**src/rtl/cordic_iter_rotation.sv**
```systemverilog
// Folded CORDIC rotator: one shared X/Y/Z micro-rotation stage reused ITER times per operand.
// Optional CORDIC_GAIN_COMP_EN adds a GAIN state scaling Xout/Yout by 1/K; state_dbg: 0 IDLE, 1 RUN, 2 GAIN, 3 DONE.
module cordic_iter_rotation #(
    parameter int    DSIZE    = 16,
    parameter int    ZSIZE    = 16,
    parameter int    ITER     = 12,
    parameter string ROTTMODE = "ROTT"
) (
    input  logic                    clock,
    input  logic                    rst,
    input  logic                    in_valid,
    output logic                    in_ready,
    input  logic signed [DSIZE-1:0] Xin,
    input  logic signed [DSIZE-1:0] Yin,
    input  logic signed [ZSIZE-1:0] Zin,
    output logic                    out_valid,
    input  logic                    out_ready,
    output logic signed [DSIZE-1:0] Xout,
    output logic signed [DSIZE-1:0] Yout,
    output logic signed [ZSIZE-1:0] Zout,
    output logic [1:0]              state_dbg
);

    if (!(ROTTMODE == "ROTT" || ROTTMODE == "VECTOR")) begin : g_bad_mode
        $error("cordic_iter_rotation: ROTTMODE must be ROTT or VECTOR");
    end
    if (ZSIZE < 8 || ZSIZE > 32) begin : g_bad_zsize
        $error("cordic_iter_rotation: ZSIZE must be in 8..32");
    end
    if (ITER < 1 || ITER > 24) begin : g_bad_iter
        $error("cordic_iter_rotation: ITER must be in 1..24");
    end
    if (DSIZE < 2) begin : g_bad_dsize
        $error("cordic_iter_rotation: DSIZE must be at least 2");
    end

    localparam bit          VEC_MODE = (ROTTMODE == "VECTOR");
    localparam logic [4:0]  LAST_I   = 5'(ITER - 1);
    localparam int          RSH      = 32 - ZSIZE;
    localparam int          RND_SH   = (ZSIZE < 32) ? (31 - ZSIZE) : 0;
    localparam logic [32:0] RND      = (ZSIZE < 32) ? (33'd1 << RND_SH) : 33'd0;

    typedef enum logic [1:0] {
        ST_IDLE = 2'd0,
        ST_RUN  = 2'd1,
        ST_GAIN = 2'd2,
        ST_DONE = 2'd3
    } state_t;

    state_t state_q, state_d;

    logic signed [DSIZE-1:0] x_q, x_d, y_q, y_d;
    logic signed [ZSIZE-1:0] z_q, z_d;
    logic [4:0]              i_q, i_d;
    logic signed [DSIZE-1:0] xo_q, xo_d, yo_q, yo_d;
    logic signed [ZSIZE-1:0] zo_q, zo_d;

    logic signed [DSIZE-1:0] x_sh, y_sh, x_rot, y_rot;
    logic signed [ZSIZE-1:0] a_i, z_rot;
    logic                    d_pos;

    // atan(2^-i) with 2^32 = one full turn
    function automatic logic [31:0] atan32(input logic [4:0] idx);
        case (idx)
            5'd0:    atan32 = 32'h2000_0000;
            5'd1:    atan32 = 32'h12E4_051E;
            5'd2:    atan32 = 32'h09FB_385B;
            5'd3:    atan32 = 32'h0511_11D4;
            5'd4:    atan32 = 32'h028B_0D43;
            5'd5:    atan32 = 32'h0145_D7E1;
            5'd6:    atan32 = 32'h00A2_F61E;
            5'd7:    atan32 = 32'h0051_7C55;
            5'd8:    atan32 = 32'h0028_BE53;
            5'd9:    atan32 = 32'h0014_5F2F;
            5'd10:   atan32 = 32'h000A_2F98;
            5'd11:   atan32 = 32'h0005_17CC;
            5'd12:   atan32 = 32'h0002_8BE6;
            5'd13:   atan32 = 32'h0001_45F3;
            5'd14:   atan32 = 32'h0000_A2FA;
            5'd15:   atan32 = 32'h0000_517D;
            5'd16:   atan32 = 32'h0000_28BE;
            5'd17:   atan32 = 32'h0000_145F;
            5'd18:   atan32 = 32'h0000_0A30;
            5'd19:   atan32 = 32'h0000_0518;
            5'd20:   atan32 = 32'h0000_028C;
            5'd21:   atan32 = 32'h0000_0146;
            5'd22:   atan32 = 32'h0000_00A3;
            5'd23:   atan32 = 32'h0000_0051;
            default: atan32 = 32'h0000_0000;
        endcase
    endfunction

    // Narrow the 32-bit angle to ZSIZE bits, rounding half up
    function automatic logic [ZSIZE-1:0] atan_z(input logic [4:0] idx);
        logic [32:0] t;
        t = {1'b0, atan32(idx)} + RND;
        return ZSIZE'(t >> RSH);
    endfunction

    always_comb begin
        x_sh  = x_q >>> i_q;
        y_sh  = y_q >>> i_q;
        a_i   = atan_z(i_q);
        d_pos = VEC_MODE ? y_q[DSIZE-1] : ~z_q[ZSIZE-1];
        if (d_pos) begin
            x_rot = x_q - y_sh;
            y_rot = y_q + x_sh;
            z_rot = z_q - a_i;
        end else begin
            x_rot = x_q + y_sh;
            y_rot = y_q - x_sh;
            z_rot = z_q + a_i;
        end
    end

`ifdef CORDIC_GAIN_COMP_EN
    localparam logic signed [15:0] GAIN_K = 16'sh4DBA;
    logic signed [DSIZE+15:0] x_gain, y_gain;

    always_comb begin
        x_gain = xo_q * GAIN_K;
        y_gain = yo_q * GAIN_K;
    end
`endif

    // Handshake: an operand transfers on an edge where in_valid && in_ready, a result on an
    // edge where out_valid && out_ready; both readies/valids are pure state decodes.
    always_ff @(posedge clock) begin
        if (rst) begin
            state_q <= ST_IDLE;
        end else begin
            state_q <= state_d;
        end
    end

    always_comb begin
        state_d = state_q;
        case (state_q)
            ST_IDLE: if (in_valid) state_d = ST_RUN;
            ST_RUN: begin
                if (i_q == LAST_I) begin
`ifdef CORDIC_GAIN_COMP_EN
                    state_d = ST_GAIN;
`else
                    state_d = ST_DONE;
`endif
                end
            end
            ST_GAIN: state_d = ST_DONE;
            ST_DONE: if (out_ready) state_d = ST_IDLE;
            default: state_d = ST_IDLE;
        endcase
    end

    always_comb begin
        in_ready  = (state_q == ST_IDLE);
        out_valid = (state_q == ST_DONE);
        state_dbg = state_q;
    end

    always_ff @(posedge clock) begin
        if (rst) begin
            x_q  <= '0;
            y_q  <= '0;
            z_q  <= '0;
            i_q  <= '0;
            xo_q <= '0;
            yo_q <= '0;
            zo_q <= '0;
        end else begin
            x_q  <= x_d;
            y_q  <= y_d;
            z_q  <= z_d;
            i_q  <= i_d;
            xo_q <= xo_d;
            yo_q <= yo_d;
            zo_q <= zo_d;
        end
    end

    always_comb begin
        x_d  = x_q;
        y_d  = y_q;
        z_d  = z_q;
        i_d  = i_q;
        xo_d = xo_q;
        yo_d = yo_q;
        zo_d = zo_q;
        case (state_q)
            ST_IDLE: begin
                if (in_valid) begin
                    x_d = Xin;
                    y_d = Yin;
                    z_d = Zin;
                    i_d = '0;
                end
            end
            ST_RUN: begin
                x_d = x_rot;
                y_d = y_rot;
                z_d = z_rot;
                i_d = i_q + 5'd1;
                // Result registers only change on the final micro-rotation
                if (i_q == LAST_I) begin
                    xo_d = x_rot;
                    yo_d = y_rot;
                    zo_d = z_rot;
                end
            end
            ST_GAIN: begin
`ifdef CORDIC_GAIN_COMP_EN
                xo_d = DSIZE'(x_gain >>> 15);
                yo_d = DSIZE'(y_gain >>> 15);
`endif
            end
            default: begin
            end
        endcase
    end

    assign Xout = xo_q;
    assign Yout = yo_q;
    assign Zout = zo_q;

endmodule

```
**config.mk**
```make
export PLATFORM = sky130hd
export DESIGN_NAME = cordic_iter_rotation
export DESIGN_NICKNAME = d
export VERILOG_FILES = /design/src/rtl/cordic_iter_rotation.sv
export SDC_FILE = /design/constraint.sdc
export NUM_CORES = 1
export LEC_CHECK = 0
export ABC_CLOCK_PERIOD_IN_PS = 10500
export CAP_MARGIN = 20
export CORE_ASPECT_RATIO = 1.5
export CORE_MARGIN = 10
export CORE_UTILIZATION = 30
export CTS_CLUSTER_SIZE = 25
export DETAILED_ROUTE_END_ITERATION = 16
export PLACE_DENSITY_LB_ADDON = 0.08
export SLEW_MARGIN = 20
export SYNTH_ARGS = -nofsm -noshare
export SYNTH_HDL_FRONTEND = slang
export SYNTH_SLANG_ARGS = --single-unit
```
**constraint.sdc**
```tcl
create_clock -name clock -period 10.5 [get_ports clock]
set_clock_uncertainty 0.2 [all_clocks]
set_input_delay 3.15 -clock clock [delete_from_list [all_inputs] [get_ports clock]]
set_output_delay 3.15 -clock clock [all_outputs]
set_load 0.01 [all_outputs]
```
==> metrics.txt <==
# TYPE chip_impl_metric gauge
chip_impl_info{name="startpoint_to_endpoint_class_of_the_critical_path",value="in2reg"} 1
chip_impl_metric{name="final_layout_size_suffix_gt1_share",unit="%"} 9.227
chip_impl_metric{name="worst-slew-pin-transition",unit="ns"} 0.9684
chip_impl_metric{name="tritoncts_buffers",unit=""} 17
chip_impl_metric{name="synth_enable_flop_cells",unit=""} 0
chip_impl_info{name="cts_root_buffer_type",value="sky130_fd_sc_hd__clkbuf_16"} 1
chip_impl_metric{name="synth_fp_nets",unit=""} 1305
chip_impl_metric{name="critical_path.max_fanout",unit=""} 52
chip_impl_metric{name="max_cap_violations",unit=""} 0
chip_impl_info{name="rsz0062_at_grt",value="no"} 1
chip_impl_metric{name="synth.avg_cell_area",unit="um^2"} 8.049
chip_impl_info{name="hold_crit_class",value="reg2reg"} 1
chip_impl_info{name="outcome",value="complete, no violations"} 1
chip_impl_metric{name="wirelength",unit="um"} 35210
chip_impl_metric{name="netlist_instances",unit=""} 1186
chip_impl_metric{name="dp_hpwl",unit="um"} 26850
chip_impl_metric{name="synthDistinctLibCells",unit=""} 77
chip_impl_metric{name="cts-htree-levels",unit=""} 4
chip_impl_metric{name="register_bit_total_from_synthesis",unit=""} 118
chip_impl_metric{name="floorplan.die.height",unit="um"} 238.5
chip_impl_info{name="synthFlopType",value="sky130_fd_sc_hd__dfxtp_1"} 1
chip_impl_metric{name="n_fill_cell",unit=""} 3410
chip_impl_info{name="final_cell_mix",value="158 x sky130_fd_sc_hd__nor2_1, 130 x sky130_fd_sc_hd__nand2_1, 116 x sky130_fd_sc_hd__dfxtp_1"} 1
chip_impl_metric{name="wl_met2",unit="um"} 19670
chip_impl_metric{name="antenna-diode-count",unit=""} 0
chip_impl_metric{name="cts.sink_count",unit=""} 118
chip_impl_metric{name="num_vias",unit=""} 8936
chip_impl_metric{name="fp.dieW",unit="um"} 165.7
chip_impl_metric{name="path_clk_slew",unit="ns"} 0.05
chip_impl_metric{name="grt_util_all_layers",unit="%"} 17.47
chip_impl_metric{name="grt_pass1_vias",unit=""} 9003
chip_impl_metric{name="synth-seq-area-share",unit="%"} 24.74
chip_impl_metric{name="postCtsHoldBufs",unit=""} 0
chip_impl_metric{name="core",unit="um^2"} 31630
chip_impl_metric{name="final_period_minus_worst_setup_slack",unit="ns"} 6.545
chip_impl_metric{name="grt_first_pass_wirelength",unit="um"} 53920
chip_impl_metric{name="detail_route.drc_violations",unit=""} 0
chip_impl_metric{name="gates_resized_cts_repair",unit=""} 0
chip_impl_metric{name="port_buffers",unit=""} 103
chip_impl_metric{name="dieArea",unit="um^2"} 39500
chip_impl_metric{name="clock_tree.buffer_depth",unit=""} 2
chip_impl_metric{name="overflow_left_after_global_routing",unit=""} 0
chip_impl_metric{name="dr.pass1.iters",unit=""} 6
chip_impl_metric{name="insertion_delay",unit="ns"} 0.43
chip_impl_info{name="mostFrequentLayoutCell",value="sky130_fd_sc_hd__nor2_1"} 1
chip_impl_metric{name="pwr_density_cell",unit="nW/um^2"} 384.1
chip_impl_metric{name="yosysWarnings",unit=""} 0
chip_impl_metric{name="place.gp.congestion",unit=""} 0.8443
chip_impl_metric{name="ant_nets",unit=""} 0
chip_impl_info{name="route.top_layer_used",value="met4"} 1
chip_impl_metric{name="setup_viol_count_final",unit=""} 0
chip_impl_metric{name="ports_placed_on_the_boundary",unit=""} 104
chip_impl_metric{name="achievable-frequency",unit="MHz"} 152.8
chip_impl_metric{name="initial_core_util",unit="%"} 30.18
chip_impl_metric{name="asyncSetResetFlopFracSynth",unit="%"} 0
chip_impl_metric{name="nNetsFinal",unit=""} 1374
chip_impl_metric{name="placement_rows",unit=""} 80
chip_impl_metric{name="layout_worst_path_cycle_share",unit="%"} 62.33
chip_impl_metric{name="detail_route.wirelength.met1",unit="um"} 13750
chip_impl_metric{name="post_synth_instance_area",unit="um^2"} 9547
chip_impl_metric{name="detail_route.vias_per_cell",unit=""} 5.325
chip_impl_metric{name="hold-worst-slack",unit="ns"} 0.2517
chip_impl_metric{name="cp.required",unit="ns"} 10.64
chip_impl_metric{name="setup-tns-final",unit="ns"} 0
chip_impl_metric{name="pin_count_of_the_biggest_net_entering_global_routing",unit=""} 71
chip_impl_metric{name="finalMaxSlewViolations",unit=""} 0
chip_impl_metric{name="dr_wl_met3",unit="um"} 932
chip_impl_metric{name="post_cts_setup_buffers",unit=""} 0
chip_impl_info{name="cts_tree",value="built"} 1
chip_impl_info{name="critPathCaptureType",value="flop"} 1
chip_impl_metric{name="wl_per_cell",unit="um"} 20.98
chip_impl_metric{name="power.static_leakage",unit="nW"} 4.407
chip_impl_info{name="crit_path_start_kind",value="primary input"} 1
chip_impl_metric{name="detailedRoute.firstIterationViolations",unit=""} 514
chip_impl_metric{name="initial_antenna_violation_count",unit=""} 0
chip_impl_metric{name="irDropWorstVdd",unit="mV"} 0.1322
chip_impl_metric{name="maxSlewHeadroom",unit="%"} 35.28
chip_impl_metric{name="report.final.hold_viol_count",unit=""} 0
chip_impl_metric{name="area_delta_synth_final",unit="%"} 22.31
chip_impl_metric{name="worst-endpoint-arrival",unit="ns"} 6.68
worst max-delay path, stage by stage:
cell and delay, ns:
sky130_fd_sc_hd__clkdlybuf4s50_1 0.51, sky130_fd_sc_hd__nor2b_1 0.11, sky130_fd_sc_hd__nor2_4 0.11, sky130_fd_sc_hd__buf_4 0.51, sky130_fd_sc_hd__nand2_1 0.76, sky130_fd_sc_hd__o21ai_0 0.40, sky130_fd_sc_hd__nand2b_1 0.22, sky130_fd_sc_hd__inv_1 0.25
sky130_fd_sc_hd__ha_1 0.30, sky130_fd_sc_hd__nand2_1 0.10, sky130_fd_sc_hd__a311oi_1 0.25
report_power, final:
group | switching, W | internal, W
Sequential | 0.000168 | 0.000544
Clock | 0.000225 | 0.000520
Combinational | 0.00181 | 0.00122
Total | 0.00221 | 0.00228
layer usage:
metal | vias up | GRT usage [%]
met5 | - | 0
met4 | 0 | 6.297
met3 | 37 | 2.519
met2 | 169 | 33.65
met1 | 4298 | 18.74
li1 | 4432 | -
worst paths after layout:
check                                end  slack (ns)  cells after the start     start
worst min register to register  Zout[11]        0.25                      2  Zout[11]
worst max-delay path                flop        3.96                     11  in_valid
worst max register to register  Yout[15]        4.50                     22    i_q[0]
worst min-delay path            Zout[11]        0.25                      2  Zout[11]
metrics by stage:
step	power [W]	instances	util [%]	setup WS (ns)	cell area (um^2)
final	0.004485	1678	36.91	3.955	11680
after global routing	0.004835	1678	36.91	3.635	11680
after CTS	0.004519	1678	36.91	3.958	11680
after detailed placement	0.003745	1646	34.56	3.522	10930
after global placement	0.003768	1646	34.56	3.590	10930
after floorplan	0.002858	1186	-	5.344	9547
kinds of logic after synthesis:
kind of cell               after synthesis  synth area share (%)
muxes                                   69                 11.21
xor gates and xnor gates                91                 8.349
buffers and inverters                  101                 4.508
and+or+nand+nor                        419                 20.34
DFF                                    118                 24.74
adders and majority gates               67                 9.017
AOI/OAI and AO/OA                      321                 21.84
cells in the mapped netlist (7+ instances only):
cell type / number / area (um^2)
sky130_fd_sc_hd__nand2_1: 130 / 488.0
sky130_fd_sc_hd__a21oi_1: 112 / 560.5
sky130_fd_sc_hd__o21a_1: 12 / 90.09
sky130_fd_sc_hd__clkbuf_1: 53 / 198.9
sky130_fd_sc_hd__o21ai_0: 32 / 160.2
sky130_fd_sc_hd__mux4_1: 8 / 210.2
sky130_fd_sc_hd__nor2_1: 160 / 600.6
sky130_fd_sc_hd__xnor2_1: 58 / 508.0
sky130_fd_sc_hd__and2_1: 15 / 93.84
sky130_fd_sc_hd__mux4_2: 18 / 405.4
sky130_fd_sc_hd__mux2_2: 15 / 168.9
sky130_fd_sc_hd__nor3_1: 30 / 150.1
sky130_fd_sc_hd__a31oi_1: 18 / 112.6
sky130_fd_sc_hd__mux2i_1: 27 / 270.3
sky130_fd_sc_hd__nor2b_1: 8 / 50.05
sky130_fd_sc_hd__buf_2: 10 / 50.05
sky130_fd_sc_hd__and3_1: 10 / 62.56
sky130_fd_sc_hd__inv_1: 27 / 101.4
sky130_fd_sc_hd__a211oi_1: 40 / 300.3
sky130_fd_sc_hd__dfxtp_1: 118 / 2362
sky130_fd_sc_hd__o211ai_1: 11 / 82.58
sky130_fd_sc_hd__nand2b_1: 10 / 62.56
sky130_fd_sc_hd__nand3_1: 9 / 45.04
sky130_fd_sc_hd__o22ai_1: 25 / 156.4
sky130_fd_sc_hd__a21o_1: 12 / 90.09
sky130_fd_sc_hd__nor3b_1: 7 / 52.55
sky130_fd_sc_hd__ha_1: 64 / 800.8
sky130_fd_sc_hd__xor2_1: 33 / 289.0
sky130_fd_sc_hd__or2_2: 7 / 43.79
area by class of cell:
class                           count  area, um^2  share of cell area [%]
Clock buffer                       21       480.5                   4.115
Clock inverter                     11       265.3                   2.272
Inverter                           28       105.1                  0.9001
Multi-Input combinational cell    967        6769                   57.97
Sequential cell                   118        2365                   20.25
Tap cell                          410       513.0                   4.393
Timing Repair Buffer              123        1179                   10.09
Note: power is estimated with default switching activity, not from simulation.
